File: src/rtl/sonar_trigger_ctrl_if.sv
// Signal bundle between the sonar trigger controller and its sensor/host side.
// Valid/ready is not used here: start/continuous are levels sampled in IDLE, echo_rise/done are 1-cycle strobes, err is valid with done.
interface sonar_trigger_ctrl_if;
    logic       start;
    logic       continuous;
    logic       echo;
    logic       trigger;
    logic       busy;
    logic       echo_rise;
    logic       done;
    logic [1:0] err;
    logic [2:0] dbg_state;

    modport master (
        input  start, continuous, echo,
        output trigger, busy, echo_rise, done, err, dbg_state
    );

    modport slave (
        output start, continuous, echo,
        input  trigger, busy, echo_rise, done, err, dbg_state
    );
endinterface

File: src/rtl/sonar_trigger_ctrl.sv
// HC-SR04 initiator: fires a trigger pulse, brackets the echo with timeouts,
// reports per-shot status and enforces a holdoff between shots.
module sonar_trigger_ctrl #(
    parameter int CLK_PERIOD_NS  = 20,
    parameter int TRIG_CYCLES    = 500,
    parameter int RISE_MAX       = 50_000,
    parameter int ECHO_MAX       = 1_900_000,
    parameter int HOLDOFF_CYCLES = 2_500_000,
    parameter int CNT_W          = 22
) (
    input  logic                 clk,
    input  logic                 rst,
    sonar_trigger_ctrl_if.master bus
);

    typedef enum logic [2:0] {
        IDLE      = 3'd0,
        TRIG      = 3'd1,
        WAIT_RISE = 3'd2,
        WAIT_FALL = 3'd3,
        HOLDOFF   = 3'd4
    } state_t;

    localparam int CNT_MAX_A = (TRIG_CYCLES > RISE_MAX) ? TRIG_CYCLES : RISE_MAX;
    localparam int CNT_MAX_B = (ECHO_MAX > HOLDOFF_CYCLES) ? ECHO_MAX : HOLDOFF_CYCLES;
    localparam int CNT_MAX   = (CNT_MAX_A > CNT_MAX_B) ? CNT_MAX_A : CNT_MAX_B;

    // Refuse to elaborate with a counter too narrow for the longest interval.
    if (CLK_PERIOD_NS <= 0 || CNT_W < $clog2(CNT_MAX + 1)) begin : g_bad_params
        $error("sonar_trigger_ctrl: CNT_W too small or CLK_PERIOD_NS invalid");
    end

    localparam logic [CNT_W-1:0] TRIG_LAST = CNT_W'(TRIG_CYCLES - 1);
    localparam logic [CNT_W-1:0] RISE_LIM  = CNT_W'(RISE_MAX);
    localparam logic [CNT_W-1:0] ECHO_LIM  = CNT_W'(ECHO_MAX);
    localparam logic [CNT_W-1:0] HOLD_LAST = CNT_W'(HOLDOFF_CYCLES - 1);
    localparam logic [CNT_W-1:0] CNT_SAT   = '1;

    state_t           state, state_nx;
    logic [CNT_W-1:0] cnt;
    logic             echo_m, echo_s, echo_d;
    logic             echo_r, echo_f;
    logic             trig_q;
    logic [1:0]       err_q, err_c;
    logic             done_c, rise_c;

    // echo is asynchronous; echo_d is only the edge-detect history of echo_s.
    always_ff @(posedge clk or negedge rst) begin
        if (!rst) begin
            echo_m <= 1'b0;
            echo_s <= 1'b0;
            echo_d <= 1'b0;
        end else begin
            echo_m <= bus.echo;
            echo_s <= echo_m;
            echo_d <= echo_s;
        end
    end

    assign echo_r = echo_s & ~echo_d;
    assign echo_f = ~echo_s & echo_d;

    always_comb begin
        state_nx = state;
        done_c   = 1'b0;
        rise_c   = 1'b0;
        err_c    = err_q;
        unique case (state)
            IDLE: begin
                if (bus.start || bus.continuous) state_nx = TRIG;
            end
            TRIG: begin
                if (cnt == TRIG_LAST) state_nx = WAIT_RISE;
            end
            WAIT_RISE: begin
                // An edge on the timeout cycle still counts as a rise.
                if (echo_r) begin
                    rise_c   = 1'b1;
                    state_nx = WAIT_FALL;
                end else if (cnt == RISE_LIM) begin
                    done_c   = 1'b1;
                    err_c    = 2'b01;
                    state_nx = HOLDOFF;
                end
            end
            WAIT_FALL: begin
                if (echo_f) begin
                    done_c   = 1'b1;
                    err_c    = 2'b00;
                    state_nx = HOLDOFF;
                end else if (cnt == ECHO_LIM) begin
                    done_c   = 1'b1;
                    err_c    = 2'b10;
                    state_nx = HOLDOFF;
                end
            end
            HOLDOFF: begin
                if (cnt == HOLD_LAST) state_nx = IDLE;
            end
            default: state_nx = IDLE;
        endcase
    end

    always_ff @(posedge clk or negedge rst) begin
        if (!rst) begin
            state  <= IDLE;
            cnt    <= '0;
            trig_q <= 1'b0;
            err_q  <= 2'b00;
        end else begin
            state <= state_nx;
            if (state_nx != state)  cnt <= '0;
            else if (cnt != CNT_SAT) cnt <= cnt + 1'b1;
            trig_q <= (state_nx == TRIG);
            err_q  <= err_c;
        end
    end

    assign bus.trigger   = trig_q;
    assign bus.busy      = (state != IDLE);
    assign bus.echo_rise = rise_c;
    assign bus.done      = done_c;
    assign bus.err       = err_c;
    assign bus.dbg_state = state;

endmodule
File: src/flat_wrapper.sv
// flat-port wrapper written by rule: the top's interface ports become plain ports
module sonar_trigger_ctrl_flat 
#(
    parameter int CLK_PERIOD_NS  = 20,
    parameter int TRIG_CYCLES    = 500,
    parameter int RISE_MAX       = 50_000,
    parameter int ECHO_MAX       = 1_900_000,
    parameter int HOLDOFF_CYCLES = 2_500_000,
    parameter int CNT_W          = 22
)
  (clk, rst, bus_start, bus_continuous, bus_echo, bus_trigger, bus_busy, bus_echo_rise, bus_done, bus_err, bus_dbg_state);
  sonar_trigger_ctrl_if bus_i ();
  input  logic clk;
  input  logic rst;
  input wire logic [$bits(bus_i.start)-1:0] bus_start;
  input wire logic [$bits(bus_i.continuous)-1:0] bus_continuous;
  input wire logic [$bits(bus_i.echo)-1:0] bus_echo;
  output wire logic [$bits(bus_i.trigger)-1:0] bus_trigger;
  output wire logic [$bits(bus_i.busy)-1:0] bus_busy;
  output wire logic [$bits(bus_i.echo_rise)-1:0] bus_echo_rise;
  output wire logic [$bits(bus_i.done)-1:0] bus_done;
  output wire logic [$bits(bus_i.err)-1:0] bus_err;
  output wire logic [$bits(bus_i.dbg_state)-1:0] bus_dbg_state;
  assign bus_i.start = bus_start;
  assign bus_i.continuous = bus_continuous;
  assign bus_i.echo = bus_echo;
  assign bus_trigger = bus_i.trigger;
  assign bus_busy = bus_i.busy;
  assign bus_echo_rise = bus_i.echo_rise;
  assign bus_done = bus_i.done;
  assign bus_err = bus_i.err;
  assign bus_dbg_state = bus_i.dbg_state;
  sonar_trigger_ctrl #(.CLK_PERIOD_NS(CLK_PERIOD_NS), .TRIG_CYCLES(TRIG_CYCLES), .RISE_MAX(RISE_MAX), .ECHO_MAX(ECHO_MAX), .HOLDOFF_CYCLES(HOLDOFF_CYCLES), .CNT_W(CNT_W)) u_core (.clk(clk), .rst(rst), .bus(bus_i));
endmodule
File: config.mk
export PLATFORM = sky130hd
export DESIGN_NAME = sonar_trigger_ctrl_flat
export DESIGN_NICKNAME = d
export VERILOG_FILES = /design/src/rtl/sonar_trigger_ctrl_if.sv /design/src/rtl/sonar_trigger_ctrl.sv /design/src/flat_wrapper.sv
export SDC_FILE = /design/constraint.sdc
export NUM_CORES = 1
export LEC_CHECK = 0
export BUFFER_PORTS_ARGS = -buffer_cell sky130_fd_sc_hd__buf_2
export CORE_MARGIN = 1
export CORE_UTILIZATION = 55
export DETAILED_ROUTE_END_ITERATION = 8
export PLACE_DENSITY_LB_ADDON = 0.05
export SETUP_SLACK_MARGIN = 0.1
export SLEW_MARGIN = 20
export SYNTH_ARGS = -nofsm -noshare
export SYNTH_HDL_FRONTEND = slang
export SYNTH_SLANG_ARGS = --single-unit
File: constraint.sdc
create_clock -name clk -period 6.3 [get_ports clk]
set_input_delay 1.89 -clock clk [delete_from_list [all_inputs] [get_ports clk]]
set_output_delay 1.89 -clock clk [all_outputs]
set_load 0.005 [all_outputs]
==> results of run 1 <==
-- worst reg2reg max path, stage by stage (launching register included) --
cell and delay, ns:
dfrtp_1 0.44, inv_1 0.08, ha_1 0.13, or4bb_1 0.51, nor4_1 0.33, a21oi_1 0.28, a211oi_2 0.79, buf_4 0.34
a2111oi_0 0.08
-- layer usage --
layer,up-vias,global-route usage (%),share of wire [%]
met5,-,0,0
met4,0,5.08,0.41
met3,2,5.04,3.4
met2,23,41.6,50
met1,785,33.1,47
li1,780,-,-
-- power groups by stage --
stage               sequential (mW)  clock [mW]  combinational, mW
floorplan                     0.239           0             0.0705
global placement              0.245           0             0.0835
detailed placement            0.246           0             0.0868
CTS                           0.243       0.119             0.0874
global route                  0.247       0.126             0.0968
finish                        0.244       0.116             0.0863
-- registers in the layout, summed over array words and instances, names as in the netlist --
register / count
u_core.err_q: 2
u_core.echo_s: 1
u_core.echo_m: 1
u_core.bus.trigger: 1
u_core.bus.dbg_state: 3
u_core.cnt: 22
u_core.echo_d: 1
-- path summary, 6_finish.rpt --
kind,startpoint,endpoint,slack (ns),depth (start not counted)
max in group asynchronous,rst,u_core.bus.dbg_state[1],4.26,1
max reg2reg,u_core.cnt[0],u_core.cnt[16],3.20,8
min in group asynchronous,rst,u_core.cnt[17],1.59,1
max,u_core.cnt[11],bus_err[0],2.00,6
min reg2reg,u_core.echo_m,u_core.echo_s,0.36,0
min,u_core.echo_m,u_core.echo_s,0.36,0
-- cells by family after synthesis --
group	count (synthesis)	synth area share, %
simple gates	99	32.3
xor+xnor	15	6.78
flops	31	40.0
compound gates	37	14.0
mux	1	0.516
fa+ha+maj	2	1.29
buf+inv	16	5.04
-- metrics by stage --
stage	cell area, um2	instances	setup slack, ns
3_3_place_gp	2010	254	2.41
6_report	2070	262	2.00
5_1_grt	2070	262	1.67
3_5_place_dp	2010	254	2.37
2_1_floorplan	1940	201	2.59
4_1_cts	2070	262	1.98
-- cells in the final DEF, fill, tap and decap left out, drive strengths merged, types with 2 or more instances in the layout --
cell	instances
and3	10
xnor2	15
or3	6
buf	16
nor2	10
or4bb	2
nand3	10
a2111oi	2
nand4	4
o21bai	2
a21boi	3
nor3	22
clkinvlp	2
clkbuf	5
or4b	2
or4	4
o21ai	4
nor4	9
inv	7
a211oi	8
a21oi	11
o31ai	2
ha	2
nand2	12
dfrtp	31
-- cell type report --
type	count	area (um2)	share of cell area, %
multi-input combinational	154	1060	51.5
inverter	7	26.3	1.27
sequential	31	776	37.5
timing repair buffer	16	87.6	4.23
tap	46	57.6	2.78
clock inverter	3	20.0	0.967
clock buffer	5	37.5	1.81
==> results by group, run 1 <==
Run status
  • Status: completed

Route
  • Drt initial violations: 80
  • Final wirelength: 4170 um
  • Avg WL per Cell: 15.9 um
  • Drt pass-1 iters: 4
  • Final ANT Viol Nets: 0
  • Drt via density: 6.07
  • Vias: 1,590
  • DR DRC count: 0

Synth
  • Post-synthesis sequential area ratio: 40.0%
  • Syn Area/Cell: 9.64 um2
  • Number of synthesized flops with an enable pin: 0
  • Post-synth cell types: 50
  • Synth top area share: 40.0%
  • Ys Warns: 0
  • Dominant cell by count in the synthesized netlist: dfrtp_1
  • Asr flop ratio synth: 100%
  • Post-synthesis register bit count: 31
  • Most common library cells after synthesis: dfrtp_1, nor3_1, xnor2_1
  • Post-Synthesis Cells: 201
  • Cell Area, Synth: 1940 um2
  • Top_reg_cell synth: dfrtp_1
  • Synth area leaders: dfrtp_1, xnor2_1, nor3_1, nor3_2, a211oi_1
  • Synth area leader: dfrtp_1
  • Syn_nets: 208

Cells and area
  • Fraction of layout cells with a size suffix above 1: 18.5%
  • Fin util: 61.5%
  • Fillcell total: 328
  • Antenna Cells: 0
  • Total Nets Final: 222
  • Layout area overhead: 6.78%

GRT
  • Vias in the first global route: 1,439
  • First-pass GRT wire length: 6900 um
  • Total GRT Usage: 24.7%
  • GR Overflow Total: 0
  • Initial antenna violation count: 0
  • Largest net degree at the start of global routing: 32

Placement
  • Gpl congestion: 0.897
  • PortBufs: 13
  • Post-DP HPWL: 3000 um

Job
  • # Max-Cap Violations: 0

CTS
  • Max clock buf depth: 2
  • Clock sinks: 31
  • Clock root buffer: clkbuf_4
  • CTS buffer count: 5
  • Hold-fix buffers, CTS: 0
  • Post-CTS Setup Inserts: 0
  • Clk Latency, worst-skew pair: 0.33 ns
  • CTS tree: yes
  • H-Tree Depth: 2
  • Clock Pin Slew Worst Setup and Hold Paths: 0.11 ns
  • Post-CTS resize count: 0

Setup path
  • WP data arrival: 2.41 ns
  • CP Cell Sequence: or4b_4, nor4_1, and3_1, a21oi_1, o22ai_1, buf_2
  • Worst Path Buf+Inv: 1
  • CP max stage cell: or4b_4
  • Crit-path max FO: 8
  • CP required: 4.41 ns
  • Startpoint types: register
  • Crit end category: output port
  • CP top delay family: simple AND/OR/NAND/NOR gates
  • Crit path kind: register to output port
  • Critical Path Max Stage Delay: 0.57 ns

Hold path
  • Hold WC Path Type: register to register

Power
  • Sequential power share: 54.6%
  • Sw Ratio: 32.3%
  • Comb power frac: 19.4%
  • Total Power: 0.446 mW
  • Worst ir drop on vdd: 0.171 mV
  • Power per cell area: 216 nW/um2
  • P_int: 0.302 mW
  • NetSw: 0.144 mW
  • Clk pwr share: 26.0%
  • Leak: 0.833 nW

Timing
  • Slew @ Worst Pin: 0.864 ns
  • Clock skew: 0.0109 ns
  • Final Max Tran Viols: 0
  • Fmax achieved: 0.233 GHz
  • # setup viols final: 0
  • Slew headroom: 42.3%
  • Min Tclk post-route: 4.30 ns
  • Final Hold Fails: 0
  • Crit share post-route: 68.2%
  • Hold WS: 0.364 ns
  • RSZ-0062 raised after global routing: no
  • Final setup TNS: 0 ns

Die
  • Top-level port count: 14
  • Die area: 3770 um2
  • Die X: 61.4 um
  • Die Height: 61.4 um
  • Core footprint: 3360 um2
  • Row cnt: 21
  • Initial Utilization: 57.6%
No activity file was read; power rests on OpenSTA's default activity.
==> run 2: changes to the inputs <==
--- a/config.mk
+++ b/config.mk
@@ -5,9 +5,10 @@
 export SDC_FILE = /design/constraint.sdc
 export NUM_CORES = 1
 export LEC_CHECK = 0
+export ABC_AREA = 1
 export BUFFER_PORTS_ARGS = -buffer_cell sky130_fd_sc_hd__buf_2
 export CORE_MARGIN = 1
-export CORE_UTILIZATION = 55
+export CORE_UTILIZATION = 54
 export DETAILED_ROUTE_END_ITERATION = 8
 export PLACE_DENSITY_LB_ADDON = 0.05
 export SETUP_SLACK_MARGIN = 0.1
==> constraint.sdc (replaced) <==
create_clock -name clk -period 3.5 [get_ports clk]
set_input_delay 1.05 -clock clk [delete_from_list [all_inputs] [get_ports clk]]
set_output_delay 1.05 -clock clk [all_outputs]
set_load 0.005 [all_outputs]
==> results by group, run 2 <==
Die
  • Row cnt: 22 (+4.8%)
  • Top-level port count: 14 (unchanged)
  • Die X: 64.5 um (+5.1%)
  • Die Height: 64.5 um (+5.1%)
  • Initial Utilization: 57.1% (-0.50 points)
  • Die area: 4160 um2 (+10%)
  • Core footprint: 3690 um2 (+9.7%)

Synth
  • Post-synth cell types: 30 (-40%)
  • Synth top area share: 36.8% (-3.2 points)
  • Ys Warns: 0 (unchanged)
  • Post-Synthesis Cells: 292 (+45%)
  • Post-synthesis register bit count: 31 (unchanged)
  • Most common library cells after synthesis: nand2_1, nor2_1, inv_1
  • Synth Area in Adders: 1.19% (-0.10 points)
  • Dominant cell by count in the synthesized netlist: nand2_1
  • Asr flop ratio synth: 100% (unchanged)
  • Syn_nets: 299 (+44%)
  • Top_reg_cell synth: dfrtp_1
  • Post-synthesis simple-gate area fraction: 44.0% (+12 points)
  • Xor-xnor portion of the synthesized cell area: 3.74% (-3.0 points)
  • Synth area leaders: dfrtp_1, nand2_1, nor2_1, nor2_2, nand3_1
  • Post-synthesis sequential area ratio: 36.8% (-3.2 points)
  • Post-synthesis compound-gate area fraction: 5.23% (-8.8 points)
  • Syn Area/Cell: 7.22 um2 (-25%)
  • Synth area leader: dfrtp_1
  • Cell Area, Synth: 2110 um2 (+8.7%)
  • Multiplexer area fraction after synthesis: 0% (-0.52 points)
  • Number of synthesized flops with an enable pin: 0 (unchanged)
  • Largest family of logic cells by synthesized area: simple AND/OR/NAND/NOR gates

Timing
  • Clock skew: 0.00888 ns (-0.00204 ns)
  • Final setup TNS: 0 ns (unchanged)
  • Hold WS: 0.361 ns (-0.00360 ns)
  • RSZ-0062 raised after global routing: no
  • Min Tclk post-route: 2.91 ns
  • # setup viols final: 0 (unchanged)
  • Slew headroom: 55.4% (+13 points)
  • Crit share post-route: 83.3%
  • Fmax achieved: 0.343 GHz
  • Final Hold Fails: 0 (unchanged)
  • Final WS setup: 0.586 ns (-1.42 ns)
  • Final Max Tran Viols: 0 (unchanged)
  • Slew @ Worst Pin: 0.669 ns (-0.195 ns)

CTS
  • Hold-fix buffers, CTS: 0 (unchanged)
  • Post-CTS Setup Inserts: 0 (unchanged)
  • Post-CTS resize count: 0 (unchanged)
  • H-Tree Depth: 2 (unchanged)
  • CTS tree: yes
  • Clock root buffer: clkbuf_8
  • Max clock buf depth: 2 (unchanged)
  • Clk Latency, worst-skew pair: 0.29 ns (-0.04 ns)
  • CTS buffer count: 5 (unchanged)
  • Clock Pin Slew Worst Setup and Hold Paths: 0.06 ns (-0.05 ns)
  • Clock sinks: 31 (unchanged)

GRT
  • Total GRT Usage: 26.7% (+2.0 points)
  • First-pass GRT wire length: 8380 um (+21%)
  • GR Overflow Total: 0 (unchanged)
  • Largest net degree at the start of global routing: 32 (unchanged)
  • Vias in the first global route: 1,848 (+28%)
  • Initial antenna violation count: 0 (unchanged)

Power
  • Leak: 1.11 nW (+33%)
  • Power per cell area: 320 nW/um2 (+48%)
  • Worst ir drop on vdd: 0.217 mV (+27%)

Placement
  • Gpl congestion: 0.948 (+5.7%)
  • Placed inst area: 2180 um2 (+8.4%)
  • Placed Instances: 350 (+38%)
  • Post-DP HPWL: 3750 um (+25%)
  • PortBufs: 13 (unchanged)
  • Place WS: 0.890 ns (-1.48 ns)

Setup path
  • Crit-path max FO: 4 (-4)
  • Crit end category: output port
  • CP required: 2.45 ns (-1.96 ns)
  • WP data arrival: 1.86 ns (-0.55 ns)
  • Crit path kind: register to output port
  • Startpoint types: register

Cells and area
  • Commonest non-fill, non-tap cell in the layout: nand2_1
  • Fraction of layout cells with a size suffix above 1: 21.0% (+2.4 points)
  • Non-Filler Instances: 358 (+37%)
  • Max reg flops: 22 (unchanged)
  • Total Nets Final: 316 (+42%)
  • Fin area: 2300 um2 (+11%)
  • Most frequent cells in the layout: nand2_1, nor2_1, inv_1
  • Biggest register: u_core.cnt
  • Fillcell total: 347 (+5.8%)
  • Layout area overhead: 9.09%
  • Antenna Cells: 0 (unchanged)

Run status
  • Status: completed

Route
  • Drt via density: 5.41 (-11%)
  • Final wirelength: 4910 um (+18%)
  • Drt initial violations: 124 (+55%)
  • Avg WL per Cell: 13.7 um (-14%)
  • Vias: 1,937 (+22%)
  • Drt pass-1 iters: 4 (unchanged)
  • Final ANT Viol Nets: 0 (unchanged)
  • DR DRC count: 0 (unchanged)

Job
  • # Max-Cap Violations: 0 (unchanged)

Hold path
  • Hold WC Path Type: register to register
[run 2: cell count changes in the layout (fill, tap and decap cells not counted), moves of 8 or more]
cell | before | now
inv_1 | 7 | 32
nor2_1 | 10 | 44
and3_1 | 8 | 0
nand3_1 | 10 | 29
nor2_2 | 0 | 26
xnor2_1 | 15 | 2
nand2_1 | 12 | 65
nor3_1 | 16 | 8
[run 2: path summary, 6_finish.rpt]
check / slack [ns] / end / start / cells after the start
min in group asynchronous: 0.79 / u_core.cnt[4] / rst / 1
worst max register to register: 1.43 / u_core.cnt[10] / u_core.cnt[1] / 11
worst min register to register: 0.36 / u_core.echo_s / u_core.echo_m / 0
worst min-delay path: 0.36 / u_core.echo_s / u_core.echo_m / 0
max in group asynchronous: 2.27 / u_core.echo_s / rst / 1
worst max-delay path: 0.59 / bus_err[1] / u_core.cnt[0] / 10
[run 2: metrics by stage]
step / total power, mW / util [%]
floorplan: 0.370 / -
CTS: 0.745 / 62.3
finish: 0.736 / 62.3
detailed placement: 0.379 / 59.1
global placement: 0.379 / 59.1
global route: 0.762 / 62.3
[run 2: cell families (layout without fill, tap and decap cells)]
group           Yosys count  after routing
simple gates            192            192
buf+inv                  40             58
xor+xnor                  9              9
fa+ha+maj                 2              2
flops                    31             31
compound gates           18             18
[run 2: report_power, final]
part	switching [mW]	total [mW]	leakage [nW]	internal, mW
logic	0.00886	0.0111	0.649	0.00228
registers	0.000759	0.361	0.401	0.360
clock network	0.134	0.364	0.0612	0.230
total	0.143	0.736	1.11	0.592
[run 2: final cells by class]
cell class / instances / area, um2 / area share, %
multi-input cells: 221 / 1140 / 49.6
flip-flops and latches: 31 / 776 / 33.8
inverters: 37 / 139 / 6.04
clock buffers: 6 / 82.6 / 3.59
repair buffers: 13 / 65.1 / 2.83
well taps: 48 / 60.1 / 2.61
clock inverters: 2 / 35.0 / 1.52
[run 2: routing by layer]
| metal | GRT usage [%] | share of wire [%] |
|---|---|---|
| met5 | 0 | 0 |
| met4 | 11.9 | 1.6 |
| met3 | 6.87 | 5.7 |
| met2 | 41.3 | 45 |
| met1 | 35.1 | 47 |
[run 2: critical path, cell delays in order (launching register included)]
cell     delay [ns]
dfrtp_1        0.40
inv_1          0.14
ha_1           0.16
nand2_1        0.10
nor3_1         0.20
nand2_1        0.10
nand2_1        0.08
a21oi_1        0.06
o21ai_0        0.14
inv_1          0.06
buf_2          0.12
==> run 3: changes to the inputs <==
--- a/config.mk
+++ b/config.mk
@@ -8,7 +8,7 @@
 export ABC_AREA = 1
 export BUFFER_PORTS_ARGS = -buffer_cell sky130_fd_sc_hd__buf_2
 export CORE_MARGIN = 1
-export CORE_UTILIZATION = 54
+export CORE_UTILIZATION = 55
 export DETAILED_ROUTE_END_ITERATION = 8
 export PLACE_DENSITY_LB_ADDON = 0.05
 export SETUP_SLACK_MARGIN = 0.1
==> constraint.sdc (replaced) <==
create_clock -name clk -period 2.82 [get_ports clk]
set_input_delay 0.846 -clock clk [delete_from_list [all_inputs] [get_ports clk]]
set_output_delay 0.846 -clock clk [all_outputs]
set_load 0.005 [all_outputs]
==> results by group, run 3 (same netlist as run 2, synthesis figures left out) <==
Run status
  • Status: completed

CTS
  • H-Tree Depth: 2 (unchanged)
  • Clock Pin Slew Worst Setup and Hold Paths: 0.06 ns (about the same)
  • Clock root buffer: clkbuf_8
  • CTS tree: yes
  • Clock sinks: 31 (unchanged)
  • Max clock buf depth: 2 (unchanged)
  • CTS buffer count: 5 (unchanged)
  • Hold-fix buffers, CTS: 0 (unchanged)
  • Clk Latency, worst-skew pair: 0.29 ns (about the same)

Route
  • Avg WL per Cell: 13.3 um (-2.9%)
  • Drt initial violations: 126 (+1.6%)
  • Drt pass-1 iters: 4 (unchanged)
  • Final ANT Viol Nets: 0 (unchanged)
  • Vias: 1,876 (-3.1%)
  • Drt via density: 5.20 (-4.0%)
  • Final wirelength: 4810 um (-2.1%)
  • DR DRC count: 0 (unchanged)

Placement
  • Placed inst area: 2180 um2 (unchanged)
  • Post-DP HPWL: 3530 um (-5.6%)
  • Gpl congestion: 0.932 (-1.8%)
  • PortBufs: 13 (unchanged)
  • Placed Instances: 350 (unchanged)

Die
  • Die area: 4080 um2 (-1.8%)
  • Die Height: 63.9 um (-0.88%)
  • Initial Utilization: 57.6% (+0.43 points)
  • Core footprint: 3660 um2 (-0.75%)
  • Row cnt: 22 (unchanged)
  • Top-level port count: 14 (unchanged)
  • Die X: 63.9 um (-0.88%)

Timing
  • Min Tclk post-route: 2.60 ns
  • RSZ-0062 raised after global routing: no
  • Hold WS: 0.360 ns (-0.000305 ns)
  • Fmax achieved: 0.384 GHz
  • Final Hold Fails: 0 (unchanged)
  • Slew @ Worst Pin: 0.675 ns (+0.00594 ns)
  • Final Max Tran Viols: 0 (unchanged)
  • Crit share post-route: 92.3%
  • Slew headroom: 55.0% (-0.40 points)
  • Final setup TNS: 0 ns (unchanged)
  • # setup viols final: 0 (unchanged)
  • Clock skew: 0.00356 ns (-0.00532 ns)

Setup path
  • Crit end category: output port
  • Crit path kind: register to output port
  • Startpoint types: register
  • Crit-path max FO: 6 (+2)
  • WP data arrival: 1.76 ns (-0.10 ns)
  • R2R depth: 11 (unchanged)
  • CP required: 1.97 ns (-0.48 ns)

Power
  • Sw Ratio: 20.5% (+0.99 points)
  • Power per cell area: 361 nW/um2 (+13%)
  • P_int: 0.672 mW (+13%)
  • Clk pwr share: 45.3% (-4.1 points)
  • Leak: 1.10 nW (-0.68%)
  • Sequential power share: 53.0% (+3.9 points)
  • Comb power frac: 1.7% (+0.2 points)
  • Worst ir drop on vdd: 0.229 mV (+5.4%)
  • NetSw: 0.173 mW (+21%)

GRT
  • Total GRT Usage: 26.9% (+0.14 points)
  • Largest net degree at the start of global routing: 32 (unchanged)
  • Vias in the first global route: 1,783 (-3.5%)
  • GR Overflow Total: 0 (unchanged)
  • First-pass GRT wire length: 8250 um (-1.6%)
  • Initial antenna violation count: 0 (unchanged)

Hold path
  • Hold WC Path Type: register to register
  • Hold Path Stages: 0 (unchanged)

Cells and area
  • Max reg flops: 22 (unchanged)
  • Fin util: 64.0% (+1.7 points)
  • Fillcell total: 317 (-8.6%)
  • Biggest register: u_core.cnt
  • Area of the multi-input gates: 1170 um2 (+2.4%)
  • Layout area overhead: 11.2%
  • Reg area: 788 um2 (+1.6%)
  • Most frequent cells in the layout: nand2_1, nor2_1, nor2_2, inv_1, nand3_1
  • Fin area: 2340 um2 (+2.0%)
  • Commonest non-fill, non-tap cell in the layout: nand2_1
  • Fraction of layout cells with a size suffix above 1: 27.8% (+6.8 points)
  • Antenna Cells: 0 (unchanged)
  • Total Nets Final: 319 (+0.95%)
  • Non-Filler Instances: 361 (+0.84%)

Job
  • # Max-Cap Violations: 0 (unchanged)
==> run 3: cell count changes in the layout (fill, tap and decap cells not counted), sizes merged <==
cell    before  now
buf         13   16
bufinv       1    0
clkbuf       6    8
clkinv       1    0
==> run 3: cell type report <==
| cell class | count | share of cell area [%] |
|---|---|---|
| Sequential cell | 31 | 33.6 |
| Tap cell | 48 | 2.56 |
| Clock buffer | 8 | 4.27 |
| Timing Repair Buffer | 16 | 3.74 |
| Inverter | 37 | 5.93 |
| Multi-Input combinational cell | 221 | 49.9 |
==> run 3: power by group through the flow <==
stage	clock network [mW]	registers (mW)	logic [mW]
2_1_floorplan	0	0.456	0.00270
3_3_place_gp	0	0.456	0.0143
3_5_place_dp	0	0.456	0.0147
4_1_cts	0.391	0.448	0.0147
5_1_grt	0.414	0.448	0.0171
6_report	0.383	0.448	0.0140
==> run 3: per-stage QoR <==
stage / worst slack (ns) / total power [mW]
global route: 0.0660 / 0.879
floorplan: 0.661 / 0.459
global placement: 0.449 / 0.470
finish: 0.218 / 0.845
CTS: 0.150 / 0.854
detailed placement: 0.418 / 0.471
==> run 3: timing repair <==
action,CTS,global route
endpoints found under the setup margin,1,3
pin swaps,0,2
resized for setup,1,21
setup buffers,0,3
==> run 3: worst paths after layout <==
path	slack (ns)	endpoint	start
worst max-delay path	0.22	bus_err[0]	u_core.cnt[3]
worst min-delay path	0.36	u_core.echo_s	u_core.echo_m
worst max register to register	0.72	u_core.cnt[12]	u_core.cnt[0]
worst min register to register	0.36	u_core.echo_s	u_core.echo_m
max in group asynchronous	1.75	u_core.cnt[14]	rst
min in group asynchronous	0.59	u_core.cnt[2]	rst
==> run 3: worst max-delay path: stages (launching register included) <==
cell and delay [ns]:
dfrtp_1 0.46, nor2_2 0.18, nand2_2 0.11, nor2_2 0.10, nand3_1 0.11, nand2_1 0.09, nand2_1 0.09, nand2_1 0.06
o21ai_0 0.11, buf_2 0.15
==> run 3: per-layer routing <==
metal | track usage [%] | part of all wire, % | vias to the layer above
li1 | - | - | 968
met1 | 35.7 | 47 | 836
met2 | 41.8 | 46 | 64
met3 | 7.14 | 5.8 | 8
met4 | 9.94 | 1.7 | 0
met5 | 0 | 0 | -
